## src/rtl/uart_cmd_parser.sv

```systemverilog
`default_nettype none
// ==========================================================================
// uart_cmd_parser : ASCII "Waadd<EOL>" / "Raa<EOL>" command parser with timeout
// Revision 1.0
// ==========================================================================
module uart_cmd_parser #(
   parameter int TIMEOUT_CYCLES = 50000
) (
   input  logic       clk,
   input  logic       rst,
   input  logic [7:0] rx_data,
   input  logic       rx_valid,
   output logic       cmd_valid,
   output logic       cmd_write,
   output logic [7:0] cmd_addr,
   output logic [7:0] cmd_wdata,
   output logic       cmd_err,
   output logic [1:0] err_code,
   output logic       busy
);

   localparam int               c_CNT_W   = (TIMEOUT_CYCLES < 1) ? 1 : $clog2(TIMEOUT_CYCLES + 1);
   localparam logic [c_CNT_W-1:0] c_TIMEOUT = c_CNT_W'(TIMEOUT_CYCLES);
   localparam logic [1:0]       c_ERR_CHAR = 2'b01;
   localparam logic [1:0]       c_ERR_TMO  = 2'b10;

   typedef enum logic [2:0] {
      IDLE    = 3'd0,
      ADDR_HI = 3'd1,
      ADDR_LO = 3'd2,
      DATA_HI = 3'd3,
      DATA_LO = 3'd4,
      EOL     = 3'd5,
      FLUSH   = 3'd6
   } state_t;

   state_t               r_state;
   state_t               w_state_nxt;
   logic [c_CNT_W-1:0]   r_cnt;
   logic                 r_is_write;
   logic [3:0]           r_nib_ahi;
   logic [3:0]           r_nib_alo;
   logic [3:0]           r_nib_dhi;
   logic [3:0]           r_nib_dlo;

   logic                 r_cmd_valid;
   logic                 r_cmd_write;
   logic [7:0]           r_cmd_addr;
   logic [7:0]           r_cmd_wdata;
   logic                 r_cmd_err;
   logic [1:0]           r_err_code;

   logic                 w_is_term;
   logic                 w_is_blank;
   logic                 w_is_wr;
   logic                 w_is_rd;
   logic                 w_is_hex;
   logic [3:0]           w_hex_val;
   logic                 w_timeout;
   logic                 w_ld_valid;
   logic                 w_ld_err;
   logic [1:0]           w_err_code;
   logic                 w_ld_op;
   logic                 w_ld_nib;

   // Byte classification
   assign w_is_term  = (rx_data == 8'h0D) || (rx_data == 8'h0A);
   assign w_is_blank = w_is_term || (rx_data == 8'h20);
   assign w_is_wr    = (rx_data == 8'h57) || (rx_data == 8'h77);
   assign w_is_rd    = (rx_data == 8'h52) || (rx_data == 8'h72);

   always_comb begin
      w_is_hex  = 1'b1;
      w_hex_val = 4'h0;
      if ((rx_data >= 8'h30) && (rx_data <= 8'h39)) begin
         w_hex_val = rx_data[3:0];
      end else if (((rx_data >= 8'h41) && (rx_data <= 8'h46)) ||
                   ((rx_data >= 8'h61) && (rx_data <= 8'h66))) begin
         w_hex_val = rx_data[3:0] + 4'd9;
      end else begin
         w_is_hex = 1'b0;
      end
   end

   // The counter is held at zero in IDLE, so it can only expire mid-frame.
   assign w_timeout = (r_state != IDLE) && (r_cnt == c_TIMEOUT);

   always_comb begin
      w_state_nxt = r_state;
      w_ld_valid  = 1'b0;
      w_ld_err    = 1'b0;
      w_err_code  = c_ERR_CHAR;
      w_ld_op     = 1'b0;
      w_ld_nib    = 1'b0;
      if (rx_valid) begin
         case (r_state)
            IDLE: begin
               if (w_is_wr || w_is_rd) begin
                  w_ld_op     = 1'b1;
                  w_state_nxt = ADDR_HI;
               end else if (!w_is_blank) begin
                  w_ld_err    = 1'b1;
                  w_state_nxt = FLUSH;
               end
            end
            ADDR_HI, ADDR_LO, DATA_HI, DATA_LO: begin
               if (w_is_hex) begin
                  w_ld_nib = 1'b1;
                  if (r_state == ADDR_HI) begin
                     w_state_nxt = ADDR_LO;
                  end else if (r_state == ADDR_LO) begin
                     w_state_nxt = r_is_write ? DATA_HI : EOL;
                  end else if (r_state == DATA_HI) begin
                     w_state_nxt = DATA_LO;
                  end else begin
                     w_state_nxt = EOL;
                  end
               end else begin
                  w_ld_err    = 1'b1;
                  w_state_nxt = w_is_term ? IDLE : FLUSH;
               end
            end
            EOL: begin
               if (w_is_term) begin
                  w_ld_valid  = 1'b1;
                  w_state_nxt = IDLE;
               end else begin
                  w_ld_err    = 1'b1;
                  w_state_nxt = FLUSH;
               end
            end
            FLUSH: begin
               if (w_is_term) begin
                  w_state_nxt = IDLE;
               end
            end
            default: begin
               w_state_nxt = IDLE;
            end
         endcase
      end else if (w_timeout) begin
         w_state_nxt = IDLE;
         if (r_state != FLUSH) begin
            w_ld_err   = 1'b1;
            w_err_code = c_ERR_TMO;
         end
      end
   end

   always_ff @(posedge clk or posedge rst) begin
      if (rst) begin
         r_state <= IDLE;
         r_cnt   <= '0;
      end else begin
         r_state <= w_state_nxt;
         if (rx_valid || (r_state == IDLE)) begin
            r_cnt <= '0;
         end else if (r_cnt != c_TIMEOUT) begin
            r_cnt <= r_cnt + 1'b1;
         end
      end
   end

   always_ff @(posedge clk or posedge rst) begin
      if (rst) begin
         r_is_write <= 1'b0;
         r_nib_ahi  <= 4'h0;
         r_nib_alo  <= 4'h0;
         r_nib_dhi  <= 4'h0;
         r_nib_dlo  <= 4'h0;
      end else begin
         if (w_ld_op) begin
            r_is_write <= w_is_wr;
         end
         if (w_ld_nib) begin
            case (r_state)
               ADDR_HI: r_nib_ahi <= w_hex_val;
               ADDR_LO: r_nib_alo <= w_hex_val;
               DATA_HI: r_nib_dhi <= w_hex_val;
               default: r_nib_dlo <= w_hex_val;
            endcase
         end
      end
   end

   // Command fields change only with a completed frame, never on partial input.
   always_ff @(posedge clk or posedge rst) begin
      if (rst) begin
         r_cmd_valid <= 1'b0;
         r_cmd_write <= 1'b0;
         r_cmd_addr  <= 8'h00;
         r_cmd_wdata <= 8'h00;
         r_cmd_err   <= 1'b0;
         r_err_code  <= 2'b00;
      end else begin
         r_cmd_valid <= w_ld_valid;
         r_cmd_err   <= w_ld_err;
         if (w_ld_err) begin
            r_err_code <= w_err_code;
         end
         if (w_ld_valid) begin
            r_cmd_write <= r_is_write;
            r_cmd_addr  <= {r_nib_ahi, r_nib_alo};
            r_cmd_wdata <= r_is_write ? {r_nib_dhi, r_nib_dlo} : 8'h00;
         end
      end
   end

   assign cmd_valid = r_cmd_valid;
   assign cmd_write = r_cmd_write;
   assign cmd_addr  = r_cmd_addr;
   assign cmd_wdata = r_cmd_wdata;
   assign cmd_err   = r_cmd_err;
   assign err_code  = r_err_code;
   assign busy      = (r_state != IDLE);

endmodule
`default_nettype wire

```

## config.mk

```make
export PLATFORM = sky130hd
export DESIGN_NAME = uart_cmd_parser
export DESIGN_NICKNAME = d
export VERILOG_FILES = /design/src/rtl/uart_cmd_parser.sv
export SDC_FILE = /design/constraint.sdc
export NUM_CORES = 1
export LEC_CHECK = 0
export ABC_CLOCK_PERIOD_IN_PS = 1900
export BUFFER_PORTS_ARGS = -buffer_cell sky130_fd_sc_hd__buf_2
export CAP_MARGIN = 20
export CORE_UTILIZATION = 42
export CTS_BUF_LIST = sky130_fd_sc_hd__clkbuf_16
export CTS_CLUSTER_DIAMETER = 150
export DETAILED_ROUTE_END_ITERATION = 10
export PLACE_DENSITY_LB_ADDON = 0.2
export SLEW_MARGIN = 10
export SYNTH_ARGS = -nofsm -noshare
export SYNTH_HDL_FRONTEND = slang
export SYNTH_SLANG_ARGS = --single-unit
```

## constraint.sdc

```tcl
create_clock -name clk -period 1.9 [get_ports clk]
set_clock_uncertainty 0.15 [all_clocks]
set_input_delay 0.38 -clock clk [delete_from_list [all_inputs] [get_ports clk]]
set_output_delay 0.38 -clock clk [all_outputs]
set_load 0.03 [all_outputs]
```

After elaboration in Yosys (flattened, before gate mapping)
Cells that the tools add are included.
Operators by class
  add/subtract/negate cells: 2
  $mul: 0
  divide/modulo/power cells: 0
  order comparisons: 6
  equal/unequal tests: 18
  shifts and indexed selects: 0
  mux-type cells: 39
  bitwise operators: 1
  reductions and logical operators: 22
Operator list (count)
  8-bit by 7-bit equality test with 1-bit output, second input constant: 4
  16-bit two-way mux: 2
  3-bit two-way mux: 10
  1-bit two-way mux: 19
  16-bit by 1-bit adder with 16-bit output, second input constant: 1
  16-bit equality test, second input constant: 1
  8-bit by 4-bit equality test with 1-bit output, second input constant: 2
  8-bit by 7-bit greater-or-equal comparator with 1-bit output, second input constant: 2
  8-bit by 7-bit <= comparator with 1-bit output, second input constant: 2
  16-bit != test, second input constant: 1
  3-bit one-hot mux with 4 select lines: 1
  3-bit equality test, second input constant: 3
  8-bit by 6-bit equality test with 1-bit output, second input constant: 1
  8-bit by 6-bit greater-or-equal comparator with 1-bit output, second input constant: 1
  8-bit by 6-bit <= comparator with 1-bit output, second input constant: 1
  4-bit two-way mux: 2
  8-bit two-way mux: 1
  2-bit AND reduction: 4
  1-bit logical OR: 7
  3-bit by 2-bit equality test with 1-bit output, second input constant: 2
  2-bit two-way mux: 3
  3-bit != test, second input constant: 2
  4-bit adder, second input constant: 1
  1-bit logical AND: 4
  other kinds (10): 11
Storage, ports and cells
  register bits after elaboration: 57
  bits in latches: 0
  memory bits (writable): 0
  bits in read-only memories: 0
  bits of input ports: 11
  output and inout bits: 22
  word-level logic and storage cells: 101
  memories: 0

Depth between registers and ports, before layout
  depth after elaboration: 9
  depth in mapped cells: 8

Worst setup path after synthesis
OpenSTA, ideal clock, no wires.
  path type: input-to-reg
  start: input rx_data[0]
  end: register r_nib_dhi[0]
  library setup time: 125 ps
  arrival: 2115 ps
  setup slack: -490 ps
  stages: 8
  cell sequence: inv_1 -> ha_1 -> nor3b_1 -> or4_1 -> buf_2 -> a21oi_2 -> and4_4 -> mux2_2
Between the ends
  word-level cells in the longest chain between the ends: 9
  elaborated cells between the ends (all ways): 19
  classes of those cells: add/sub (1); order compare (6); mux (7); reduce/logical (5)
Ends and longest elaborated chain
  from (decl): RTL line 11  | input logic [7:0] rx_data,
  8-bit by 7-bit greater-or-equal comparator with 1-bit output (tied with other cells): RTL line 77  | end else if (((rx_data >= 8'h41) && (rx_data <= 8'h46)) ||
  1-bit logical AND (on tied branches): RTL line 77, 78
  1-bit logical OR: RTL line 77
  1-bit two-way mux: RTL line 77
  1-bit two-way mux: RTL line 75  | if ((rx_data >= 8'h30) && (rx_data <= 8'h39)) begin
  1-bit two-way mux: RTL line 107  | if (w_is_hex) begin
  1-bit two-way mux: RTL line 96  | case (r_state)
  1-bit two-way mux: RTL line 95  | if (rx_valid) begin
  2-bit AND reduction (no line)
  to (signal assigned): RTL line 179  | DATA_HI: r_nib_dhi <= w_hex_val;
  to (decl): RTL line 43  | logic [3:0] r_nib_dhi;
Several ways; a longest one is shown, not always the timed one.
A chain may end at the register's enable or synchronous reset.

Final worst setup path
  start: input rx_data[1]
  end: register r_nib_dhi[0]
The elaborated chain is that of the path after synthesis.

==> qor.csv <==
metric,value,unit
status,"finished, violations left",
violations,"DRC, setup timing",
drive_above_1_share,0.433,
n_fill_cell,522,
coreArea,0.00646,mm²
wl_per_cell,14.6,µm
crit_path_end_kind,flip-flop,
start_kind,input pin,
grt_pass1_wl,10500,µm
seqPwrFrac,0.363,
pwr-share-clk,0.394,
dr_wl_met2,3160,µm
yosysMostFrequentCell,dfrtp_1,
synth.net_count,288,
clock-sinks,57,
synthFlopType,dfrtp_1,
p_total,3.65,mW
synth_warnings,0,
cpPeakStageDelay,0.55,ns
tns,-1.44,ns
path_buf_inv,2,
worstPathRequired,1.95,ns
drc,2,
die-width,84.5,µm
io_pins,33,
fmax,0.493,GHz
numCtsBuffers,9,
wl_met1,3020,µm
crit_slowest_cell,or4_4,
worstSetupPathType,in2reg,
path_cells,buf_12 > buf_6 > and3_4 > or4_4 > a21oi_4 > and4_4 > mux2_4,
min_path_cells,3,
synthTopCellsByArea,"dfrtp_1 50%, mux2_2 12%, o21ai_0 3.3%",
final_nets,379,
numPortBuffers,32,
dr_total_vias,2304,
rows,29,
slew_headroom,0.621,
synthDistinctLibCells,48,
syn_area_per_cell,10.6,µm²
die_h,84.5,µm
grt_start_max_net_pins,58,
start_util,0.443,
p_leak,1.89,nW
maxCapViolCount,0,
irDropWorstVdd,718,µV
antenna_found_initial,0,
cp_top_family,simple AND/OR/NAND/NOR gates,
wl_met3,188,µm
fin_ws,-0.128,ns
clk_latency,0.32,ns
top_layer_used,met4,
dr.pass1.iters,7,
worstPathMaxFanout,4,
finalCritPeriodShare,1.07,
rsz0062_at_grt,yes,
dr.first_iter.drc_count,85,
grt_usage,0.188,
root_buffer,clkbuf_16,
synth_area_leader_cell,dfrtp_1,
critPathArrivalTime,2.08,ns
async_reset_ff_frac,1.00,
n_antenna_cell,0,
pwr_density_cell,889,mW/mm²
period_needed,2.03,ns
ys_top_cells_by_count,"57 x dfrtp_1, 30 x mux2_2, 21 x nor2_1",
finalSetupViolations,23,
synth_cells,271,
synth_enable_flop_cells,0,
cts_max_path_buffers,2,
maxSlewViolCount,0,
hp-class,in2reg,
ys_seq_elements,57,
grt_pass1_vias,2224,
netlist_area,0.00286,mm²
p_sw_frac,0.302,
finalHoldViolations,0,
gp_congestion,0.793,
fp.dieArea,0.00714,mm²
wirelength,6470,µm
cts_tree,built,
grt_overflow,0,
clkTransAtPathRegs,0.05,ns
ys_seq_area_frac,0.499,
h-tree-depth,3,
path_depth,7,
power.internal,2.55,mW
via_per_inst,5.19,
p_comb_frac,0.243,
yosys.area.top_type_share,0.499,
r2r_cells,5,
tightestPinTransition,0.564,ns
syn2layout_area_growth,43.5,%
p_switching,1.10,mW
ant_nets,0,
dpl.hpwl,4520,µm
-- stage by stage --
step	hold WS (ns)	setup WS [ns]	cells	cell area, µm²	utilization
2_1_floorplan	0.313	-0.419	271	2970	-
3_3_place_gp	0.310	-0.586	420	3570	0.552
3_5_place_dp	0.319	-0.612	420	3570	0.552
4_1_cts	0.269	-0.179	437	3910	0.606
5_1_grt	0.297	-0.175	444	4110	0.636
6_report	0.278	-0.128	444	4110	0.636
-- routing by layer --
layer  global-route usage  vias up
met5                    0        -
met4               0.0647        0
met3               0.0433        8
met2                0.305       36
met1                0.250     1114
li1                     -     1146
-- tightest hold or removal path, stage by stage --
cell	delay, ns
buf_2	0.09
buf_4	0.15
o31ai_1	0.08
-- cell usage in the layout (no fill, tap or decap), drive strengths merged, types with 2 or more instances in the layout --
| cell | count |
|---|---|
| a21o | 3 |
| a21oi | 7 |
| a31oi | 2 |
| and3 | 3 |
| and4 | 3 |
| buf | 87 |
| clkbuf | 10 |
| clkinv | 3 |
| clkinvlp | 4 |
| dfrtp | 57 |
| ha | 6 |
| inv | 20 |
| mux2 | 30 |
| mux2i | 2 |
| nand2 | 19 |
| nand3 | 15 |
| nand3b | 2 |
| nand4 | 5 |
| nor2 | 21 |
| nor3 | 6 |
| nor3b | 2 |
| nor4 | 4 |
| nor4bb | 3 |
| o21ai | 19 |
| or3 | 2 |
| xnor2 | 7 |
| xor2 | 6 |
-- repair_timing --
item / 4_1_cts / 5_1_grt
gates resized for setup: 15 / 39
endpoints found under the hold margin: 17 / 0
hold buffers: 1 / 0
pin swaps: 9 / 9
setup endpoints to repair: 32 / 36
buffers inserted: 0 / 8
-- registers in the layout, indices dropped and copies added (netlist names) --
signal / cells
r_is_write: 1
r_nib_alo: 4
cmd_wdata: 8
cmd_err: 1
cmd_addr: 8
r_nib_ahi: 4
r_nib_dlo: 4
cmd_write: 1
cmd_valid: 1
r_nib_dhi: 4
r_cnt: 16
r_state: 3
err_code: 2
-- cell families (layout without fill, tap and decap cells) --
| logic type | count (synthesis) | count (layout) | synth area share |
|---|---|---|---|
| XOR/XNOR | 13 | 13 | 0.0398 |
| multiplexers | 32 | 32 | 0.125 |
| AND/OR/NAND/NOR | 90 | 90 | 0.171 |
| flip-flops | 57 | 57 | 0.499 |
| adder cells (fa/ha/maj) | 6 | 6 | 0.0262 |
| buffers and inverters | 29 | 125 | 0.0394 |
| AO/OA/AOI/OAI | 44 | 44 | 0.0997 |
-- power by group through the flow --
stage                     clock (mW)  sequential (mW)  combinational, mW
after CTS                       1.46             1.33              0.827
final                           1.44             1.32              0.888
after floorplan                    0             1.38              0.453
after global placement             0             1.34              0.781
after detailed placement           0             1.34              0.796
after global routing            1.52             1.33              0.973
-- final cells by class --
type	instances	area, µm²	area share
tap	77	96.3	0.0235
clock buffer	9	225	0.0549
inverter	20	96.3	0.0235
multi-input combinational	185	1530	0.374
clock inverter	7	46.3	0.0113
timing repair buffer	89	681	0.166
sequential	57	1430	0.347
-- path summary, 6_finish.rpt --
check,start,endpoint,slack [ns]
max,rx_data[1],r_nib_dhi[0],-0.13
min,rx_data[3],r_is_write,0.28
max reg2reg,r_cnt[3],r_state[2],0.01
min reg2reg,err_code[1],err_code[1],0.34
max in group asynchronous,rst,r_cnt[1],0.83
min in group asynchronous,rst,r_cnt[9],0.53
Note: power is estimated with default switching activity, not from simulation.
